<file path="config.mk">
export PLATFORM = sky130hd
export DESIGN_NAME = obi_interconnect_master_arb
export DESIGN_NICKNAME = d
export VERILOG_FILES = /design/src/rtl/obi_interconnect_master_arb.sv
export SDC_FILE = /design/constraint.sdc
export NUM_CORES = 1
export LEC_CHECK = 0
export ABC_AREA = 1
export CAP_MARGIN = 25
export CORE_AREA = 2 2 110 112
export DETAILED_ROUTE_END_ITERATION = 8
export DIE_AREA = 0 0 112 114
export PLACE_DENSITY = 0.61
export SYNTH_ARGS = -nofsm -noshare
export SYNTH_HDL_FRONTEND = slang
export SYNTH_SLANG_ARGS = --single-unit
</file>
<file path="constraint.sdc">
create_clock -name clk_i -period 3 [get_ports clk_i]
set_input_delay 0.6 -clock clk_i [delete_from_list [all_inputs] [get_ports clk_i]]
set_output_delay 0.6 -clock clk_i [all_outputs]
set_load 0.005 [all_outputs]
</file>
<file path="src/rtl/obi_interconnect_master_arb.sv">
// obi_interconnect_master_arb: per-slave OBI arbiter.
//
// Shares one OBI slave port between MASTERS requesters. One requesting master
// is selected per cycle, its address-phase signals are muxed onto the slave
// port, and the selection is held until the slave grants. Each granted master
// index is pushed into an in-order ID FIFO so that every slave response is
// routed back to the master that issued the request.
//
// Configuration macro:
//   OBI_ARB_ROUND_ROBIN_EN  defined   -> round-robin arbitration (rr_ptr kept)
//                           undefined -> fixed priority, lowest index wins
//
// Ports:
//   clk_i            clock
//   rst_ni           synchronous active-low reset
//   master_req_i     per-master request (already slave-select qualified)
//   master_addr_i    per-master address
//   master_we_i      per-master write enable
//   master_be_i      per-master byte enables
//   master_wdata_i   per-master write data
//   master_gnt_o     per-master grant (one-hot or zero)
//   master_rvalid_o  per-master response valid (one-hot or zero)
//   master_rdata_o   slave read data broadcast to all masters
//   slave_req_o      request to slave
//   slave_addr_o     muxed address
//   slave_we_o       muxed write enable
//   slave_be_o       muxed byte enables
//   slave_wdata_o    muxed write data
//   slave_gnt_i      slave grant
//   slave_rvalid_i   slave response valid
//   slave_rdata_i    slave read data
//   err_o            sticky: response received with no outstanding ID
module obi_interconnect_master_arb #(
    parameter int unsigned MASTERS     = 2,
    parameter int unsigned OUTSTANDING = 2,
    parameter int unsigned MASTER_BITS = (MASTERS > 1) ? $clog2(MASTERS) : 1
) (
    input  logic                      clk_i,
    input  logic                      rst_ni,
    input  logic [MASTERS-1:0]        master_req_i,
    input  logic [MASTERS-1:0][31:0]  master_addr_i,
    input  logic [MASTERS-1:0]        master_we_i,
    input  logic [MASTERS-1:0][3:0]   master_be_i,
    input  logic [MASTERS-1:0][31:0]  master_wdata_i,
    output logic [MASTERS-1:0]        master_gnt_o,
    output logic [MASTERS-1:0]        master_rvalid_o,
    output logic [31:0]               master_rdata_o,
    output logic                      slave_req_o,
    output logic [31:0]               slave_addr_o,
    output logic                      slave_we_o,
    output logic [3:0]                slave_be_o,
    output logic [31:0]               slave_wdata_o,
    input  logic                      slave_gnt_i,
    input  logic                      slave_rvalid_i,
    input  logic [31:0]               slave_rdata_i,
    output logic                      err_o
);

    localparam int unsigned PtrBits = (OUTSTANDING > 1) ? $clog2(OUTSTANDING) : 1;
    localparam int unsigned CntBits = $clog2(OUTSTANDING + 1);

    typedef enum logic {
        StIdle,
        StWait
    } state_e;

    state_e                 state_q, state_d;
    logic [MASTER_BITS-1:0] lock_id_q, lock_id_d;
    logic [MASTER_BITS-1:0] winner;
    logic [MASTER_BITS-1:0] sel;
    logic                   found;
    int unsigned            idx;

    logic [MASTER_BITS-1:0] fifo_q [OUTSTANDING];
    logic [PtrBits-1:0]     wr_ptr_q, rd_ptr_q;
    logic [CntBits-1:0]     count_q;
    logic [CntBits:0]       occupancy;
    logic                   fifo_full, fifo_empty;
    logic                   handshake, pop;
    logic [MASTER_BITS-1:0] head;
    logic                   err_q;

`ifdef OBI_ARB_ROUND_ROBIN_EN
    logic [MASTER_BITS-1:0] rr_ptr_q;
`endif

    // Winner search: first requester starting at rr_ptr (round-robin) or at
    // index 0 (fixed priority).
    always_comb begin
        winner = '0;
        found  = 1'b0;
        idx    = 0;
        for (int unsigned i = 0; i < MASTERS; i++) begin
`ifdef OBI_ARB_ROUND_ROBIN_EN
            idx = 32'(rr_ptr_q) + i;
            if (idx >= MASTERS) begin
                idx = idx - MASTERS;
            end
`else
            idx = i;
`endif
            if (!found && master_req_i[MASTER_BITS'(idx)]) begin
                found  = 1'b1;
                winner = MASTER_BITS'(idx);
            end
        end
    end

    // A WAIT reservation counts as an occupied FIFO slot, so the push on the
    // eventual grant always has room.
    assign occupancy  = {1'b0, count_q} + {{CntBits{1'b0}}, (state_q == StWait)};
    assign fifo_full  = occupancy >= (CntBits + 1)'(OUTSTANDING);
    assign fifo_empty = (count_q == '0);

    // Address-phase FSM: next state and slave request.
    always_comb begin
        state_d     = state_q;
        lock_id_d   = lock_id_q;
        sel         = winner;
        slave_req_o = 1'b0;
        case (state_q)
            StIdle: begin
                sel         = winner;
                slave_req_o = rst_ni & (|master_req_i) & ~fifo_full;
                if (slave_req_o && !slave_gnt_i) begin
                    state_d   = StWait;
                    lock_id_d = winner;
                end
            end
            StWait: begin
                // Selection frozen; request held even if the master drops it.
                sel         = lock_id_q;
                slave_req_o = rst_ni;
                if (slave_gnt_i) begin
                    state_d = StIdle;
                end
            end
            default: begin
                state_d = StIdle;
            end
        endcase
    end

    assign handshake = slave_req_o & slave_gnt_i;
    assign pop       = rst_ni & slave_rvalid_i & ~fifo_empty;
    assign head      = fifo_q[rd_ptr_q];

    assign slave_addr_o   = master_addr_i[sel];
    assign slave_we_o     = master_we_i[sel];
    assign slave_be_o     = master_be_i[sel];
    assign slave_wdata_o  = master_wdata_i[sel];
    assign master_rdata_o = slave_rdata_i;
    assign err_o          = err_q;

    always_comb begin
        master_gnt_o    = '0;
        master_rvalid_o = '0;
        master_gnt_o[sel] = handshake;
        if (pop) begin
            master_rvalid_o[head] = 1'b1;
        end
    end

    always_ff @(posedge clk_i) begin
        if (!rst_ni) begin
            state_q   <= StIdle;
            lock_id_q <= '0;
        end else begin
            state_q   <= state_d;
            lock_id_q <= lock_id_d;
        end
    end

`ifdef OBI_ARB_ROUND_ROBIN_EN
    always_ff @(posedge clk_i) begin
        if (!rst_ni) begin
            rr_ptr_q <= '0;
        end else if (handshake) begin
            rr_ptr_q <= (sel == MASTER_BITS'(MASTERS - 1)) ? '0 : sel + MASTER_BITS'(1);
        end
    end
`endif

    // ID storage needs no reset: entries are only read while counted valid.
    always_ff @(posedge clk_i) begin
        if (handshake) begin
            fifo_q[wr_ptr_q] <= sel;
        end
    end

    always_ff @(posedge clk_i) begin
        if (!rst_ni) begin
            wr_ptr_q <= '0;
            rd_ptr_q <= '0;
            count_q  <= '0;
            err_q    <= 1'b0;
        end else begin
            if (handshake) begin
                wr_ptr_q <= (wr_ptr_q == PtrBits'(OUTSTANDING - 1)) ? '0
                                                                     : wr_ptr_q + PtrBits'(1);
            end
            if (pop) begin
                rd_ptr_q <= (rd_ptr_q == PtrBits'(OUTSTANDING - 1)) ? '0
                                                                     : rd_ptr_q + PtrBits'(1);
            end
            case ({handshake, pop})
                2'b10:   count_q <= count_q + CntBits'(1);
                2'b01:   count_q <= count_q - CntBits'(1);
                default: count_q <= count_q;
            endcase
            if (slave_rvalid_i && fifo_empty) begin
                err_q <= 1'b1;
            end
        end
    end

endmodule

</file>
Yosys cells after proc, flatten, opt, wreduce, memory -nomap -nowiden
Memories as Yosys holds them, arrays and structs flattened. A register that Yosys moved wholly into a read port is not among the register bits.
Cells that the tools add are included.
{"block": "totals", "memories": 1, "ff_bits": 7, "input_bits": 176, "mem_bits_ro": 0, "word_cells": 66, "ram_bits": 2, "latch_bits": 0}
{"name": "fifo_q", "depth": 2, "width": 1, "read_ports": 1, "rd_ports_with_merged_regs": 1, "write_ports": 1, "line_no": "74", "source": "logic [MASTER_BITS-1:0] fifo_q [OUTSTANDING];"}
{"block": "classes", "order_cmp": 5, "n_eq_ne": 2, "bitwise": 9, "div_mod_pow": 0, "muxes": 27, "shift": 0, "addsub": 5, "n_reduce_logical": 11, "mul": 0}
{"operator": "32-bit 2-to-1 mux", "count": 4}
{"operator": "1-bit 2-to-1 mux", "count": 14}
{"operator": "4-bit 2-to-1 mux", "count": 2}
{"operator": "1-bit case mux with 2 select lines", "count": 3}
{"operator": "1-bit AND", "count": 5}
{"operator": "1-bit logical AND", "count": 5}
{"operator": "1-bit by 2-bit less-than comparator with 1-bit output, second input constant", "count": 2}
{"operator": "2-bit case mux with 2 select lines", "count": 1}
{"operator": "2-bit by 1-bit adder with 3-bit output", "count": 1}
{"operator": "3-bit by 2-bit greater-or-equal comparator with 1-bit output, second input constant", "count": 1}
{"operator": "1-bit NOT", "count": 3}
{"operator": "1-bit adder, second input constant", "count": 2}
{"operator": "2-bit by 1-bit adder with 2-bit output, second input constant", "count": 1}
{"operator": "2-bit AND", "count": 1}
{"operator": "1-bit demux with 1-bit select", "count": 2}
{"operator": "2-bit by 1-bit equality test with 1-bit output, second input constant", "count": 1}
{"operator": "2-bit equality test, second input constant", "count": 1}
{"operator": "1-bit greater-or-equal comparator, second input constant", "count": 2}
{"operator": "1-bit logical NOT", "count": 2}
{"operator": "2-bit logical NOT", "count": 1}
{"operator": "2-bit 2-to-1 mux", "count": 1}
{"operator": "2-bit AND reduction", "count": 1}
{"operator": "2-bit nonzero test", "count": 1}
{"operator": "2-bit OR reduction", "count": 1}
{"operator": "2-bit by 1-bit subtractor with 2-bit output, second input constant", "count": 1}

Logic depth before layout (Yosys ltp)
Gate-level depths: netlist of the first run.
{"block": "logic_depth", "word_depth": 10, "ltp_mapped": 11, "mapped_depth_nobuf": 11}

Least setup slack after synthesis of the first run
Ideal clock, no wire load.
{"block": "synth_timing", "kind": "input -> output", "startpoint": "in master_req_i[0]", "endpoint": "out slave_addr_o[27]", "path_slack_ns": 1.185, "stages": 8, "n_path_buf": 1, "arrival_ns": 1.215, "cell_sequence": "inv_1 > nand2_1 > nand2_1 > nand2_2 > inv_4 > buf_6 > nand2_1 > nand2_1"}
{"block": "synth_via", "elab_chain_cells": 7}
{"element": "start: declaration", "line_no": "40", "source": "input logic [MASTERS-1:0] master_req_i,"}
{"element": "1-bit 2-to-1 mux", "line_no": "102", "source": "if (!found && master_req_i[MASTER_BITS'(idx)]) begin"}
{"element": "1-bit logical NOT", "line_no": "102"}
{"element": "1-bit logical AND", "line_no": "102"}
{"element": "1-bit 2-to-1 mux", "line_no": "102"}
{"element": "1-bit case mux with 2 select lines", "line_no": "121", "source": "case (state_q)"}
{"element": "net sel", "line_no": "70", "source": "logic [MASTER_BITS-1:0] sel;"}
{"element": "32-bit 2-to-1 mux (implied by the code) (2 in series)", "line_no": "148", "source": "assign slave_addr_o = master_addr_i[sel];"}
{"element": "end: declaration", "line_no": "49", "source": "output logic [31:0] slave_addr_o,"}
The timed path passes the listed nets, and every way through them passes these cells. The select of a mux whose other input is x is not followed.

Worst setup path after layout of the first run
{"block": "layout_timing", "startpoint": "in master_req_i[1]", "endpoint": "out slave_wdata_o[10]"}
{"block": "layout_via", "elab_chain_cells": 5}
{"element": "1-bit logical AND", "line_no": "102"}
{"element": "1-bit 2-to-1 mux", "line_no": "102"}
{"element": "1-bit case mux with 2 select lines", "line_no": "121"}
{"element": "32-bit 2-to-1 mux (implied by the code) (2 in series)", "line_no": "151", "source": "assign slave_wdata_o = master_wdata_i[sel];"}
{"element": "end: declaration", "line_no": "52", "source": "output logic [31:0] slave_wdata_o,"}
No other way between the ends. The select of a mux whose other input is x is not followed.

==> flow_summary.toml, run 1 <==
[outcome]
status = "finished clean"

[critical_path]
r2r_slack_ns = 1.49
path_class = "in2out"
worstSetupEndpointType = "output pin"
cp.arrival_ns = 2.31
slowest_delay_ns = 0.51
reg2reg_to = "count_q[1]"
critPathSlowestCell = "clkdlybuf4s50_1"
required_ns = 2.40
reg2regPathDepth = 10
cp_top_family = "buffers and inverters"
rr_startpoint = "count_q[1]"
crit_fanout = 18
cp_num_cells = 9
cp_common_cell = "nand2_1"
crit_path_start_kind = "input port"
crit_chain = "clkdlybuf4s50_1 > nand2_1 > nand2_1 > nand2_4 > clkinv_8 > clkbuf_16 > nand2_1 > nand2_1 > clkdlybuf4s50_1"
path_buf_inv = 4

[cts]
cts_buffers = 3
insertion_delay_ns = 0.23
cts_resized = 0
hold_buffers = 0
htree_num_levels = 1
path_clk_slew_ns = 0.04
cts_setup_buffers = 0
cts_buffer_depth = 2
clock-root-buffer = "clkbuf_16"
numClockSinks = 10
cts_tree = "done"

[floorplan]
die_x_um = 112
io_pins = 283
core_um2 = 11700
start_util_pct = 14.0
die-area_um2 = 12800
die_height_um = 114
fp-row-count = 40

[route]
wl_mm = 7.90
drt_iter0_markers = 55
viasPerCell = 3.89
drc_errors = 0
wl_per_cell_um = 12.1
vias = 2538
drtAntennaViolNets = 0
first_pass_iters = 4

[logic_synthesis]
ys_seq_area_share_pct = 13.5
synth-edff-count = 2
netlist_top_cells_area = "nand2_1 50%, buf_4 15%, dfxtp_1 9.8%"
ys.flop_type = "dfxtp_1"
ys_types = 20
synth_nets = 498
ys_ff_latch = 10
netlist_instances = 321
syn_area_per_cell_um2 = 5.10
synth_top_cell_by_area = "nand2_1"
yosys_warnings = 0
synth.most_common_cell = "nand2_1"
synth-async-reset-ratio_pct = 0
syn_area_um2 = 1640
synthTopCellsByCount = "220 x nand2_1, 32 x buf_4, 12 x nor2_1"
synth_top_area_share_pct = 50.5

[timing]
holdWs_ns = 0.461
drv_slew = 0
tightestPinTransition_ns = 0.283
finalSetupViolations = 0
layout_setup_ws_ns = 0.0916
fin_worst_skew_ns = 0.00188
period_needed_ns = 2.91
rsz0062_at_grt = "false"
hold_violations = 0
fmax_ghz = 0.344
min_period_over_period_pct = 96.9
slew_headroom_pct = 81.1
setup_tns_ns = 0

[place]
gp_congestion = 0.788
dp_hpwl_mm = 6.09
dp_cells = 645
dpl_worst_slack_ns = 0.0769
io_buffer_count = 218

[global_route]
grt_first_pass_wirelength_mm = 10.7
grt_start_max_net_pins = 45
global_route.usage.total_pct = 10.1
antenna_found_initial = 0
first_global_vias = 2335
grt_overflow = 0

[min_path]
min_from = "rd_ptr_q"
whs_endpoint = "rd_ptr_q"
whs_path_depth = 1
hold_class = "reg2reg"

[finish]
fin_cells = 652
fillCellCount = 1240
finalNetCount = 683
diodes = 0
syn2layout_area_growth_pct = 139
layout-drive-gt1-share_pct = 4.36

[power_and_ir_drop]
p_int_uw = 802
seqPwrFrac_pct = 13.9
clkPwrFrac_pct = 20.5
power_leakage_uw = 0.00186
peakVddDrop_v = 0.000210
powerDensity_nw_per_um2 = 293
p_sw_share_pct = 30.1
p_comb_share_pct = 65.6
power.switching_uw = 345

[job]
timing.max_cap.violations = 0
## stage by stage
stage | total power [uW] | util, % | cell area, um2
2_1_floorplan | 439 | - | 1640
3_3_place_gp | 875 | 31.9 | 3740
3_5_place_dp | 881 | 31.9 | 3740
4_1_cts | 1120 | 32.6 | 3810
5_1_grt | 1230 | 33.4 | 3920
6_report | 1150 | 33.4 | 3920
## layout make-up
type,instances,area (um2),share of cell area (%)
timing repair buffer,226,2350,60.1
multi-input combinational,252,1020,26.0
tap,147,184,4.70
inverter,13,61.3,1.57
sequential,10,220,5.62
clock buffer,4,78.8,2.01
## cell usage in the layout (no fill, tap or decap)
cell             count
o21ai_1              1
clkinv_8             1
nand2_2              2
nand3_1              2
clkbuf_16            6
edfxtp_1             2
clkbuf_1             1
buf_4                1
dfxtp_1              8
dlymetal6s2s_1       3
o21ai_0              2
a21oi_1              6
inv_2                2
inv_1               10
nand2_1            219
nand2_4              3
nor2_1              12
xor2_1               1
nor2_4               2
clkdlybuf4s50_1    215
ha_1                 1
buf_12               4
nor2_2               1
## power groups by stage
stage | Sequential (uW) | Clock [uW] | Combinational (uW)
finish | 160 | 235 | 752
global route | 162 | 248 | 818
CTS | 160 | 240 | 724
detailed placement | 162 | 0 | 719
global placement | 161 | 0 | 714
floorplan | 160 | 0 | 279
## worst max path at each step
stage / startpoint / endpoint / slack [ns]
2_1_floorplan: master_req_i[0] / slave_addr_o[27] / 1.19
3_3_place_gp: master_req_i[0] / slave_addr_o[23] / 0.07
3_5_place_dp: master_req_i[1] / slave_addr_o[8] / 0.08
4_1_cts: master_req_i[0] / slave_addr_o[23] / 0.07
5_1_grt: rst_ni / master_gnt_o[1] / 0.004
6_report: master_req_i[1] / slave_wdata_o[10] / 0.09
## registers in the layout (all words and copies together) (netlist names), named ones only
register	cells
wr_ptr_q	1
count_q	2
err_o	1
lock_id_q	1
state_q	1
rd_ptr_q	1
fifo_q	2
## cells by family (layout without fill, tap and decap cells)
| kind of cell | after synthesis | in the layout | share of synthesized area, % |
|---|---|---|---|
| compound gates | 9 | 9 | 2.75 |
| buf+inv | 59 | 243 | 24.8 |
| fa+ha+maj | 1 | 1 | 0.764 |
| xor+xnor | 1 | 1 | 0.535 |
| flops | 10 | 10 | 13.5 |
| simple gates | 241 | 241 | 57.7 |
## metal layers
layer  wire length, um  vias up  GRT usage, %
met5                 0        -             0
met4               135        0          2.68
met3               961       18          4.46
met2              3840      146          18.4
met1              2960     1086          10.6
li1                  -     1288             -
No activity file was read; power rests on OpenSTA's default activity.
==> run 2, diff against run 1 <==
--- a/config.mk
+++ b/config.mk
@@ -7,10 +7,10 @@
 export LEC_CHECK = 0
 export ABC_AREA = 1
 export CAP_MARGIN = 25
-export CORE_AREA = 2 2 110 112
+export CORE_AREA = 2 2 111 113
 export DETAILED_ROUTE_END_ITERATION = 8
-export DIE_AREA = 0 0 112 114
-export PLACE_DENSITY = 0.61
+export DIE_AREA = 0 0 113 115
+export PLACE_DENSITY = 0.62
 export SYNTH_ARGS = -nofsm -noshare
 export SYNTH_HDL_FRONTEND = slang
 export SYNTH_SLANG_ARGS = --single-unit
==> constraint.sdc (replaced) <==
create_clock -name clk_i -period 2.6 [get_ports clk_i]
set_input_delay 0.52 -clock clk_i [delete_from_list [all_inputs] [get_ports clk_i]]
set_output_delay 0.52 -clock clk_i [all_outputs]
set_load 0.005 [all_outputs]
==> run 2 against run 1 <==
Net effect:
- the flow now finishes with violations (design-rule violations)
- final area up 4.8%
- power up 16%
- die area up 1.8%
- setup slack better by 0.080 ns
- via count up 3.1%
- critical path depth unchanged
- register-to-register slack worse by 0.49 ns
- global-route usage up 1.7 points
- first-iteration DRC count down 7.3%
- non-clock buffer count up 25
- count of clock-buffer cells in the layout down 1
- combinational power up 17%
- largest cell class unchanged
- highest routed layer unchanged
==> flow_summary.toml, run 2 (synthesis results as in run 1) <==
[timing]
rsz0062_at_grt = "false"
fin_worst_skew_ns = 0.00206
tightestPinTransition_ns = 0.261
setup_tns_ns = 0
fmax_ghz = 0.412
drv_slew = 0
slew_headroom_pct = 82.4
finalSetupViolations = 0
min_period_over_period_pct = 93.4
period_needed_ns = 2.43
layout_setup_ws_ns = 0.171
hold_violations = 0

[min_path]
hold_class = "reg2reg"

[critical_path]
cp.arrival_ns = 1.91
crit_fanout = 15
r2r_slack_ns = 1.00
required_ns = 2.08
worstSetupEndpointType = "output pin"
path_class = "in2out"
crit_path_start_kind = "input port"

[cts]
clock-root-buffer = "clkbuf_16"
insertion_delay_ns = 0.23
cts_buffer_depth = 2
cts_tree = "done"
numClockSinks = 10
htree_num_levels = 1
path_clk_slew_ns = 0.04
cts_buffers = 3

[power_and_ir_drop]
power_leakage_uw = 0.00212
powerDensity_nw_per_um2 = 325
p_comb_share_pct = 66.1
p_int_uw = 914
clkPwrFrac_pct = 20.1
p_total_uw = 1330
power.switching_uw = 420
seqPwrFrac_pct = 13.8
p_sw_share_pct = 31.5
peakVddDrop_v = 0.000237

[finish]
layout-drive-gt1-share_pct = 9.25
fillCellCount = 1265
top_regs = "count_q (2), fifo_q (2)"
utilization_pct = 34.7
final_cell_mix = "218 x nand2_1, 149 x clkdlybuf4s50_1, 66 x dlygate4sd2_1"
fin_cells = 677
final_common_cell = "nand2_1"
syn2layout_area_growth_pct = 151
diodes = 0
finalNetCount = 708

[route]
drtAntennaViolNets = 0
wl_mm = 8.53
first_pass_iters = 7
vias = 2617
viasPerCell = 3.87
wl_per_cell_um = 12.6
drt_iter0_markers = 51
drc_errors = 17

[floorplan]
fp-row-count = 40
io_pins = 283
die-area_um2 = 13000
die_height_um = 115
die_x_um = 113
start_util_pct = 13.9
core_um2 = 11800

[outcome]
violations = "design-rule violations"
status = "finished, violations left"

[place]
gp_congestion = 0.798
dp_cells = 652
dpl_worst_slack_ns = -0.186
io_buffer_count = 218
dp_hpwl_mm = 6.23

[global_route]
grt_first_pass_wirelength_mm = 12.3
first_global_vias = 2544
grt_start_max_net_pins = 20
antenna_found_initial = 0
grt_overflow = 0
global_route.usage.total_pct = 11.8

[job]
timing.max_cap.violations = 0
==> run 2: cell types whose count changed in the layout (fill, tap and decap cells not counted), sizes merged <==
cell,change
clkdlybuf4s50,-66
dlygate4sd2,+66
buf,+28
clkbuf,-4
inv,+1
==> run 2: through the flow <==
stage                     cell area, um2  hold slack, ns
final                               4100           0.475
after CTS                           4010           0.466
after global placement              3790           0.440
after global routing                4100           0.519
after floorplan                     1640           0.431
after detailed placement            3790           0.457
==> run 2: worst paths after layout <==
check                                   endpoint       startpoint  cells past startpoint
worst min register to register          rd_ptr_q         rd_ptr_q                      1
worst min-delay path                    rd_ptr_q         rd_ptr_q                      1
worst max-delay path            slave_wdata_o[7]  master_req_i[1]                      9
worst max register to register        count_q[1]       count_q[1]                      9
==> run 2: power groups by stage <==
stage          combinational (uW)  sequential [uW]  clock [uW]
2_1_floorplan                 322              184           0
3_3_place_gp                  840              186           0
3_5_place_dp                  846              186           0
4_1_cts                       867              184         275
5_1_grt                       962              186         283
6_report                      881              184         268
==> run 2: area by class of cell <==
cell class / instances / area, um2 / share of cell area (%)
repair buffers: 251 / 2540 / 62.0
multi-input cells: 252 / 1020 / 24.9
flip-flops and latches: 10 / 220 / 5.37
well taps: 147 / 184 / 4.48
clock buffers: 3 / 75.1 / 1.83
inverters: 13 / 56.3 / 1.37
clock inverters: 1 / 3.75 / 0.0915
==> run 2: metal layers <==
layer	vias up	global-route usage, %	part of all wire [%]
met3	22	4.22	12
li1	1337	-	-
met4	0	3.66	2.1
met1	1092	12.0	35
met2	166	22.5	51
met5	-	0	0
==> run 2: critical path, cell delays in order <==
cell	delay, ns
dlygate4sd2_1	0.25
nand2_2	0.08
nand2_2	0.06
nand2_4	0.11
buf_6	0.12
buf_12	0.13
nand2_1	0.07
nand2_1	0.07
clkdlybuf4s50_1	0.49
==> run 2: repair_timing <==
item | in CTS | in global routing
setup endpoints to repair | 71 | 18
hold buffers | 0 | 0
gates resized for setup | 78 | 5
setup buffers | 6 | 10
cloned | 5 | 0
